===== config.mk =====
export PLATFORM = sky130hd
export DESIGN_NAME = mem_arbiter_flat
export DESIGN_NICKNAME = d
export VERILOG_FILES = /design/src/rtl/cpu_types_pkg.sv /design/src/rtl/mem_arbiter_if.sv /design/src/rtl/mem_arbiter.sv /design/src/flat_wrapper.sv
export SDC_FILE = /design/constraint.sdc
export NUM_CORES = 1
export LEC_CHECK = 0
export ABC_AREA = 1
export CAP_MARGIN = 10
export CORE_AREA = 4 4 101 103
export CTS_CLUSTER_SIZE = 16
export DETAILED_ROUTE_END_ITERATION = 10
export DIE_AREA = 0 0 105 107
export HOLD_SLACK_MARGIN = 0.02
export MAX_ROUTING_LAYER = met4
export PLACE_DENSITY_LB_ADDON = 0.08
export SYNTH_ARGS = -nofsm -noshare
export SYNTH_HDL_FRONTEND = slang
export SYNTH_SLANG_ARGS = --single-unit

===== constraint.sdc =====
create_clock -name CLK -period 1.6 [get_ports CLK]
set_clock_uncertainty 0.15 [all_clocks]
set_input_delay 0.4 -clock CLK [delete_from_list [all_inputs] [get_ports CLK]]
set_output_delay 0.4 -clock CLK [all_outputs]
set_load 0.01 [all_outputs]

===== src/rtl/cpu_types_pkg.sv =====
// Shared CPU-side types: memory handshake states, arbiter FSM states and
// the machine word. Imported by the memory arbiter and its interface.
package cpu_types_pkg;

  localparam int WORD_W = 32;

  typedef logic [WORD_W-1:0] word_t;

  // Handshake status reported by the RAM model/controller.
  typedef enum logic [1:0] {
    FREE   = 2'd0,
    BUSY   = 2'd1,
    ACCESS = 2'd2,
    ERROR  = 2'd3
  } ramstate_t;

  // Ownership of the shared RAM port.
  typedef enum logic [1:0] {
    IDLE   = 2'd0,
    IGRANT = 2'd1,
    DGRANT = 2'd2
  } arb_state_t;

  // Width of the data-streak counter; a limit of 0 still needs one bit.
  function automatic int streak_w(input int limit);
    return (limit < 1) ? 1 : $clog2(limit + 1);
  endfunction

endpackage


===== src/rtl/mem_arbiter_if.sv =====
// Signal bundle between the request unit, the arbiter and the RAM port.
interface mem_arbiter_if
  import cpu_types_pkg::*;
#(
  parameter int ADDR_W = 32
) ();

  // Instruction-fetch side
  logic              iREN;
  logic [ADDR_W-1:0] iaddr;
  logic              iwait;
  logic [ADDR_W-1:0] iload;

  // Data-access side
  logic              dREN;
  logic              dWEN;
  logic [ADDR_W-1:0] daddr;
  logic [ADDR_W-1:0] dstore;
  logic              dwait;
  logic [ADDR_W-1:0] dload;

  // Shared RAM port
  logic              ramREN;
  logic              ramWEN;
  logic [ADDR_W-1:0] ramaddr;
  logic [ADDR_W-1:0] ramstore;
  logic [ADDR_W-1:0] ramload;
  ramstate_t         ramstate;

  // Sticky error flag
  logic              err;

  modport arb (
    input  iREN, iaddr, dREN, dWEN, daddr, dstore, ramload, ramstate,
    output iwait, iload, dwait, dload, ramREN, ramWEN, ramaddr, ramstore, err
  );

  modport tb (
    output iREN, iaddr, dREN, dWEN, daddr, dstore, ramload, ramstate,
    input  iwait, iload, dwait, dload, ramREN, ramWEN, ramaddr, ramstore, err
  );

endinterface


===== src/rtl/mem_arbiter.sv =====
// Shares one RAM port between instruction fetch and data access. Data wins
// by default; after STARVE_LIMIT consecutive data grants with a fetch
// pending, the fetch is forced through. RAM outputs are decoded from the
// registered state so an owner withdrawing its request drops the enables
// in the same cycle.
module mem_arbiter
  import cpu_types_pkg::*;
#(
  parameter int STARVE_LIMIT = 4,
  parameter int ADDR_W       = 32
) (
  input logic        CLK,
  input logic        nRST,
  mem_arbiter_if.arb bus
);

  localparam int                SW       = streak_w(STARVE_LIMIT);
  localparam logic [SW-1:0]     LIMIT    = SW'(STARVE_LIMIT);
  localparam logic [ADDR_W-1:0] ZERO_W   = '0;

  arb_state_t    state_q;
  logic [SW-1:0] dstreak_q;
  logic          err_q;

  logic dreq;
  logic ifetch_forced;

  assign dreq          = bus.dREN | bus.dWEN;
  assign ifetch_forced = bus.iREN && (STARVE_LIMIT != 0) && (dstreak_q == LIMIT);

  // Arbitration FSM with the starvation counter and sticky error flag.
  // NOTE: every register here uses <= so all of them sample the same
  // pre-edge values; blocking assignments would leak updates between them.
  always_ff @(posedge CLK or negedge nRST) begin
    if (!nRST) begin
      state_q   <= IDLE;
      dstreak_q <= '0;
      err_q     <= 1'b0;
    end else begin
      case (state_q)
        IDLE: begin
          if (ifetch_forced) begin
            state_q   <= IGRANT;
            dstreak_q <= '0;
          end else if (dreq) begin
            state_q <= DGRANT;
            if (!bus.iREN)              dstreak_q <= '0;
            else if (dstreak_q != LIMIT) dstreak_q <= dstreak_q + 1'b1;
          end else if (bus.iREN) begin
            state_q   <= IGRANT;
            dstreak_q <= '0;
          end
        end
        IGRANT: begin
          if (!bus.iREN) begin
            state_q <= IDLE;
          end else if (bus.ramstate == ACCESS) begin
            state_q <= IDLE;
          end else if (bus.ramstate == ERROR) begin
            state_q <= IDLE;
            err_q   <= 1'b1;
          end
        end
        DGRANT: begin
          if (!dreq) begin
            state_q <= IDLE;
          end else if (bus.ramstate == ACCESS) begin
            state_q <= IDLE;
          end else if (bus.ramstate == ERROR) begin
            state_q <= IDLE;
            err_q   <= 1'b1;
          end
        end
        default: state_q <= IDLE;
      endcase
    end
  end

  // RAM port drive and requester handshakes decoded from the current owner.
  // NOTE: every output gets a default first so no path leaves one unassigned,
  // which would otherwise infer a latch.
  always_comb begin
    bus.ramREN   = 1'b0;
    bus.ramWEN   = 1'b0;
    bus.ramaddr  = ZERO_W;
    bus.ramstore = ZERO_W;
    bus.iwait    = bus.iREN;
    bus.dwait    = dreq;
    bus.iload    = ZERO_W;
    bus.dload    = ZERO_W;
    case (state_q)
      IGRANT: begin
        if (bus.iREN) begin
          bus.ramREN  = 1'b1;
          bus.ramaddr = bus.iaddr;
          if (bus.ramstate == ACCESS) begin
            bus.iwait = 1'b0;
            bus.iload = bus.ramload;
          end
        end
      end
      DGRANT: begin
        if (dreq) begin
          bus.ramaddr = bus.daddr;
          if (bus.dWEN) begin
            bus.ramWEN   = 1'b1;
            bus.ramstore = bus.dstore;
          end else begin
            bus.ramREN = 1'b1;
          end
          if (bus.ramstate == ACCESS) begin
            bus.dwait = 1'b0;
            bus.dload = bus.ramload;
          end
        end
      end
      default: ;
    endcase
  end

  assign bus.err = err_q;

endmodule


===== src/flat_wrapper.sv =====
// flat-port wrapper written by rule: the top's interface ports become plain ports
module mem_arbiter_flat import cpu_types_pkg::*;
#(
  parameter int STARVE_LIMIT = 4,
  parameter int ADDR_W       = 32
)
  (CLK, nRST, bus_iREN, bus_iaddr, bus_dREN, bus_dWEN, bus_daddr, bus_dstore, bus_ramload, bus_ramstate, bus_iwait, bus_iload, bus_dwait, bus_dload, bus_ramREN, bus_ramWEN, bus_ramaddr, bus_ramstore, bus_err);
  mem_arbiter_if #(.ADDR_W(ADDR_W)) bus_i ();
  input logic CLK;
  input logic nRST;
  input wire logic [$bits(bus_i.iREN)-1:0] bus_iREN;
  input wire logic [$bits(bus_i.iaddr)-1:0] bus_iaddr;
  input wire logic [$bits(bus_i.dREN)-1:0] bus_dREN;
  input wire logic [$bits(bus_i.dWEN)-1:0] bus_dWEN;
  input wire logic [$bits(bus_i.daddr)-1:0] bus_daddr;
  input wire logic [$bits(bus_i.dstore)-1:0] bus_dstore;
  input wire logic [$bits(bus_i.ramload)-1:0] bus_ramload;
  input wire logic [$bits(bus_i.ramstate)-1:0] bus_ramstate;
  output wire logic [$bits(bus_i.iwait)-1:0] bus_iwait;
  output wire logic [$bits(bus_i.iload)-1:0] bus_iload;
  output wire logic [$bits(bus_i.dwait)-1:0] bus_dwait;
  output wire logic [$bits(bus_i.dload)-1:0] bus_dload;
  output wire logic [$bits(bus_i.ramREN)-1:0] bus_ramREN;
  output wire logic [$bits(bus_i.ramWEN)-1:0] bus_ramWEN;
  output wire logic [$bits(bus_i.ramaddr)-1:0] bus_ramaddr;
  output wire logic [$bits(bus_i.ramstore)-1:0] bus_ramstore;
  output wire logic [$bits(bus_i.err)-1:0] bus_err;
  assign bus_i.iREN = bus_iREN;
  assign bus_i.iaddr = bus_iaddr;
  assign bus_i.dREN = bus_dREN;
  assign bus_i.dWEN = bus_dWEN;
  assign bus_i.daddr = bus_daddr;
  assign bus_i.dstore = bus_dstore;
  assign bus_i.ramload = bus_ramload;
  assign bus_i.ramstate = bus_ramstate;
  assign bus_iwait = bus_i.iwait;
  assign bus_iload = bus_i.iload;
  assign bus_dwait = bus_i.dwait;
  assign bus_dload = bus_i.dload;
  assign bus_ramREN = bus_i.ramREN;
  assign bus_ramWEN = bus_i.ramWEN;
  assign bus_ramaddr = bus_i.ramaddr;
  assign bus_ramstore = bus_i.ramstore;
  assign bus_err = bus_i.err;
  mem_arbiter #(.STARVE_LIMIT(STARVE_LIMIT), .ADDR_W(ADDR_W)) u_core (.CLK(CLK), .nRST(nRST), .bus(bus_i));
endmodule

* Yosys cells after proc, flatten, opt, wreduce, memory -nomap -nowiden
Cells that the tools add are included.
Storage, ports and cells: word-level logic and storage cells 62, flip-flop bits (word level) 6, bits of input ports 135, output and inout bits 133
Cells by class: reductions and logical operators 6, multiplexer cells 41, eq/ne operators 10, add/sub/neg operators 1, bitwise operators 1
Operators with widths (number):
- two-way mux 32 bit | 10
- one-hot mux 32 bit (2 select lines) | 1
- two-way mux 1 bit | 15
- two-way mux 3 bit | 5
- two-way mux 2 bit | 7
- equality test 2 bit (second input constant) | 3
- one-hot mux 2 bit (3 select lines) | 1
- AND reduction 3 bit | 2
- != test 4 x 2 -> 1 bit (second input constant) | 1
- != test 4 bit (second input constant) | 1
- one-hot mux 1 bit (2 select lines) | 2
- adder 3 x 1 -> 3 bit (second input constant) | 1
- equality test 3 bit (second input constant) | 1
- != test 3 bit (second input constant) | 1
- nonzero test 3 bit | 1
- equality test 2 x 1 -> 1 bit (second input constant) | 1
- logical NOT 2 bit | 1
- != test 2 x 1 -> 1 bit (second input constant) | 1
- != test 2 bit (second input constant) | 1
- nonzero test 2 bit | 1
- logical AND 1 bit | 1
- bitwise OR 1 bit | 1

* Logic depth before layout (Yosys ltp)
word-level depth 5, gate-level depth with buffers 8

* Least setup slack after synthesis
OpenSTA, ideal clock, no wires.
kind flip-flop to output port, start point register u_core.state_q[1], end point output bus_ramaddr[11], setup slack -314 ps, cell stages (with the launch flop) 7, data arrival time 1364 ps, buffers on the path 2, cells stage by stage dfrtp_1 inv_1 ha_1 buf_4 clkbuf_1 nand3_1 a21oi_1
Between the ends: cells in the longest elaborated chain, start to end 2
Ends and longest elaborated chain:
- start: declaration | RTL line mem_arbiter.sv:21 | arb_state_t state_q;
- start signal: assignment | RTL line mem_arbiter.sv:36 | state_q <= IDLE;
- start signal: assignment | RTL line mem_arbiter.sv:43 | state_q <= IGRANT;
- start signal: assignment | RTL line mem_arbiter.sv:46 | state_q <= DGRANT;
- equality test 2 bit / equality test 2 x 1 -> 1 bit (equally long branches) | RTL line mem_arbiter.sv:91 | case (state_q)
- one-hot mux 32 bit (2 select lines) (*) | RTL line mem_arbiter.sv:91
- end: declaration | RTL line flat_wrapper.sv:25 | output wire logic [$bits(bus_i.ramaddr)-1:0] bus_ramaddr;
Every way passes the cells marked *; elsewhere a longest branch is shown, timed or not.

* Worst setup path after layout
start point register u_core.state_q[0], end point output bus_dload[14]
Between the ends: cells in the longest elaborated chain, start to end 2
Ends and longest elaborated chain:
- equality test 2 bit | RTL line mem_arbiter.sv:91
- two-way mux 32 bit | RTL line mem_arbiter.sv:91
- end: declaration | RTL line flat_wrapper.sv:22 | output wire logic [$bits(bus_i.dload)-1:0] bus_dload;
Every way passes these cells.

==> impl_metrics.py <==
metrics = {
    "critical_path": {
        "required_ns": 1.05,
        "crit_fanout": 8,
        "path_class": "register to output pin",
        "crit_arrival_ns": 1.60,
        "end_kind": "output pin",
        "worstSetupStartpointType": "register",
    },
    "clock_tree": {
        "h-tree-depth": 1,
        "cts_root_buf": "clkbuf_8",
        "holdBufCountCts": 0,
        "clock_latency_ns": 0.23,
        "clock_path_buffers": 2,
        "cts-buffers-inserted": 3,
        "clock_sinks": 6,
        "cts_tree": "built",
        "clk_pin_slew_ns": 0.03,
    },
    "power_and_ir_drop": {
        "combPwrFrac_pct": 91.9,
        "swShare_pct": 48.7,
        "internal-power_uw": 3090,
        "power.share.clock_pct": 3.8,
        "ir_worst_vdd_v": 0.000782,
        "power_density_nw_per_um2": 886,
        "power.leakage_uw": 0.00279,
        "power_uw": 6030,
        "switching_power_uw": 2940,
        "power_frac_seq_pct": 4.3,
    },
    "global_route": {
        "grt_remaining_overflow": 0,
        "antenna_found_initial": 1,
        "grt_pass1_wl_um": 19400,
        "grt_usage_pct": 21.9,
        "grt_pass1_vias": 3681,
        "grt_max_degree": 23,
    },
    "drt": {
        "ant_nets": 0,
        "finalWirelength_um": 13800,
        "firstDrtPassIters": 4,
        "vias": 3715,
        "viasPerCell": 4.73,
        "drc": 0,
        "drtIter0Drc": 85,
        "wl_per_cell_um": 17.6,
    },
    "floorplanning": {
        "rows": 35,
        "start_util_pct": 20.4,
        "dieArea_um2": 11200,
        "design.core.area_um2": 9200,
        "die_h_um": 107,
        "io_pins": 268,
        "dieWidth_um": 105,
    },
    "placed_design": {
        "placed_cell_area_um2": 5560,
        "gp_congestion": 0.789,
        "io_buffers": 267,
        "dpl.hpwl_um": 9660,
    },
    "timing": {
        "tightestPinTransition_ns": 0.248,
        "layout_min_cycle_time_ns": 2.15,
        "hold_viol": 0,
        "fin_ws_ns": -0.547,
        "min_period_over_period_pct": 134,
        "max_slew_margin_pct": 83.4,
        "finalMaxSlewViolations": 0,
        "rsz0062_at_grt": "true",
        "timing.fmax_mhz": 466,
        "setup_viol": 135,
    },
    "layout": {
        "drive_gt1_share_pct": 63.4,
        "area_growth_pct": 263,
        "final_cell_mix": "clkdlybuf4s50_1, buf_6, nor2_4",
        "layout.nets": 816,
        "final_common_cell": "clkdlybuf4s50_1",
        "postLayoutCellArea_um2": 6810,
    },
    "yosys": {
        "yosysUniqueCellTypes": 16,
        "synthCells": 367,
        "synth_area_per_cell_um2": 5.11,
        "ys_seq_area_share_pct": 8.01,
        "syn_nets": 508,
        "ys.warnings.count": 0,
        "syn_area_um2": 1870,
        "ys_ff_latch": 6,
    },
    "min_path": {
        "hp-class": "primary input to async pin",
    },
    "outcome": {
        "status": "finished, violations left",
        "violations": "setup timing",
    },
    "flow_run": {
        "cap_violations": 0,
    },
}
==> registers in the layout, indices dropped and copies added, names as in the netlist <==
| signal | cells |
|---|---|
| u_core.state_q | 2 |
| u_core.dstreak_q | 3 |
| u_core.bus.err | 1 |
==> cell families after synthesis <==
| family | share of synthesized area [%] |
|---|---|
| fa+ha+maj | 4.01 |
| simple gates | 55.8 |
| buf+inv | 21.5 |
| compound gates | 10.7 |
| flops | 8.01 |
==> cell usage after synthesis, drive strengths merged <==
cell type	number	area share, %
a21oi	34	9.1
buf	23	9.2
clkbuf	8	1.6
dfrtp	6	8.0
ha	6	4.0
inv	52	11
nand2	55	15
nand3	74	20
nand4	1	0.33
nor2	101	20
o21ai	6	1.6
or2	1	0.47
==> critical path: stages (launching register included) <==
cell and delay [ns]:
dfrtp_2 0.42, inv_4 0.09, ha_4 0.22, buf_6 0.14, nand2_8 0.08, clkbuf_16 0.20
nor2_4 0.10, buf_6 0.11
==> path summary, 6_finish.rpt <==
path	startpoint	end	slack [ns]	depth (start not counted)
worst min-delay path	nRST	u_core.dstreak_q[1]	0.26	1
max in group asynchronous	nRST	u_core.state_q[1]	0.82	1
worst max-delay path	u_core.state_q[0]	bus_dload[14]	-0.55	7
min in group CLK	u_core.bus.err	u_core.bus.err	0.30	2
worst max register to register	u_core.state_q[0]	u_core.state_q[1]	-0.19	10
worst min register to register	u_core.bus.err	u_core.bus.err	0.30	2
==> per-stage QoR <==
| stage | cells | setup slack [ns] | TNS (ns) | utilization, % | hold slack (ns) |
|---|---|---|---|---|---|
| floorplan | 367 | -0.120 | -9.97 | - | -0.0456 |
| global route | 785 | -0.583 | -69.11 | 74.0 | 0.278 |
| CTS | 780 | -0.576 | -64.98 | 64.9 | 0.260 |
| finish | 785 | -0.547 | -62.00 | 74.0 | 0.256 |
| global placement | 748 | -1.19 | -139.09 | 60.5 | 0.303 |
| detailed placement | 748 | -1.21 | -141.11 | 60.5 | 0.309 |
==> repair_timing <==
| item | in CTS | in global routing |
|---|---|---|
| gates resized for setup | 668 | 160 |
| cloned | 12 | 3 |
| buffers inserted | 17 | 2 |
| pin swaps | 59 | 56 |
| setup endpoints to repair | 139 | 138 |
==> layer usage <==
layer  share of wire [%]  vias to the layer above  wire (um)  track usage, %
li1                    -                     1768          -               -
met1                  35                     1731       4860            22.2
met2                  55                      189       7570            41.2
met3                 7.6                       27       1050            5.84
met4                 2.4                        0        335            6.75
met5                   0                        -          0               -
==> area by class of cell <==
type | instances | area (um^2)
repair inverters | 1 | 8.76
inverters | 52 | 220
multi-input cells | 278 | 2630
flip-flops and latches | 6 | 153
clock buffers | 3 | 41.3
repair buffers | 333 | 3610
well taps | 111 | 139
diodes | 1 | 2.50
fillers | 658 | 2390
==> power by group through the flow <==
stage	registers (uW)	clock network, uW	logic [uW]
after floorplan	251	0	2380
after global placement	253	0	3980
after detailed placement	257	0	4020
after CTS	255	236	4900
after global routing	267	246	5880
final	262	226	5540
Note: power is estimated with default switching activity, not from simulation.
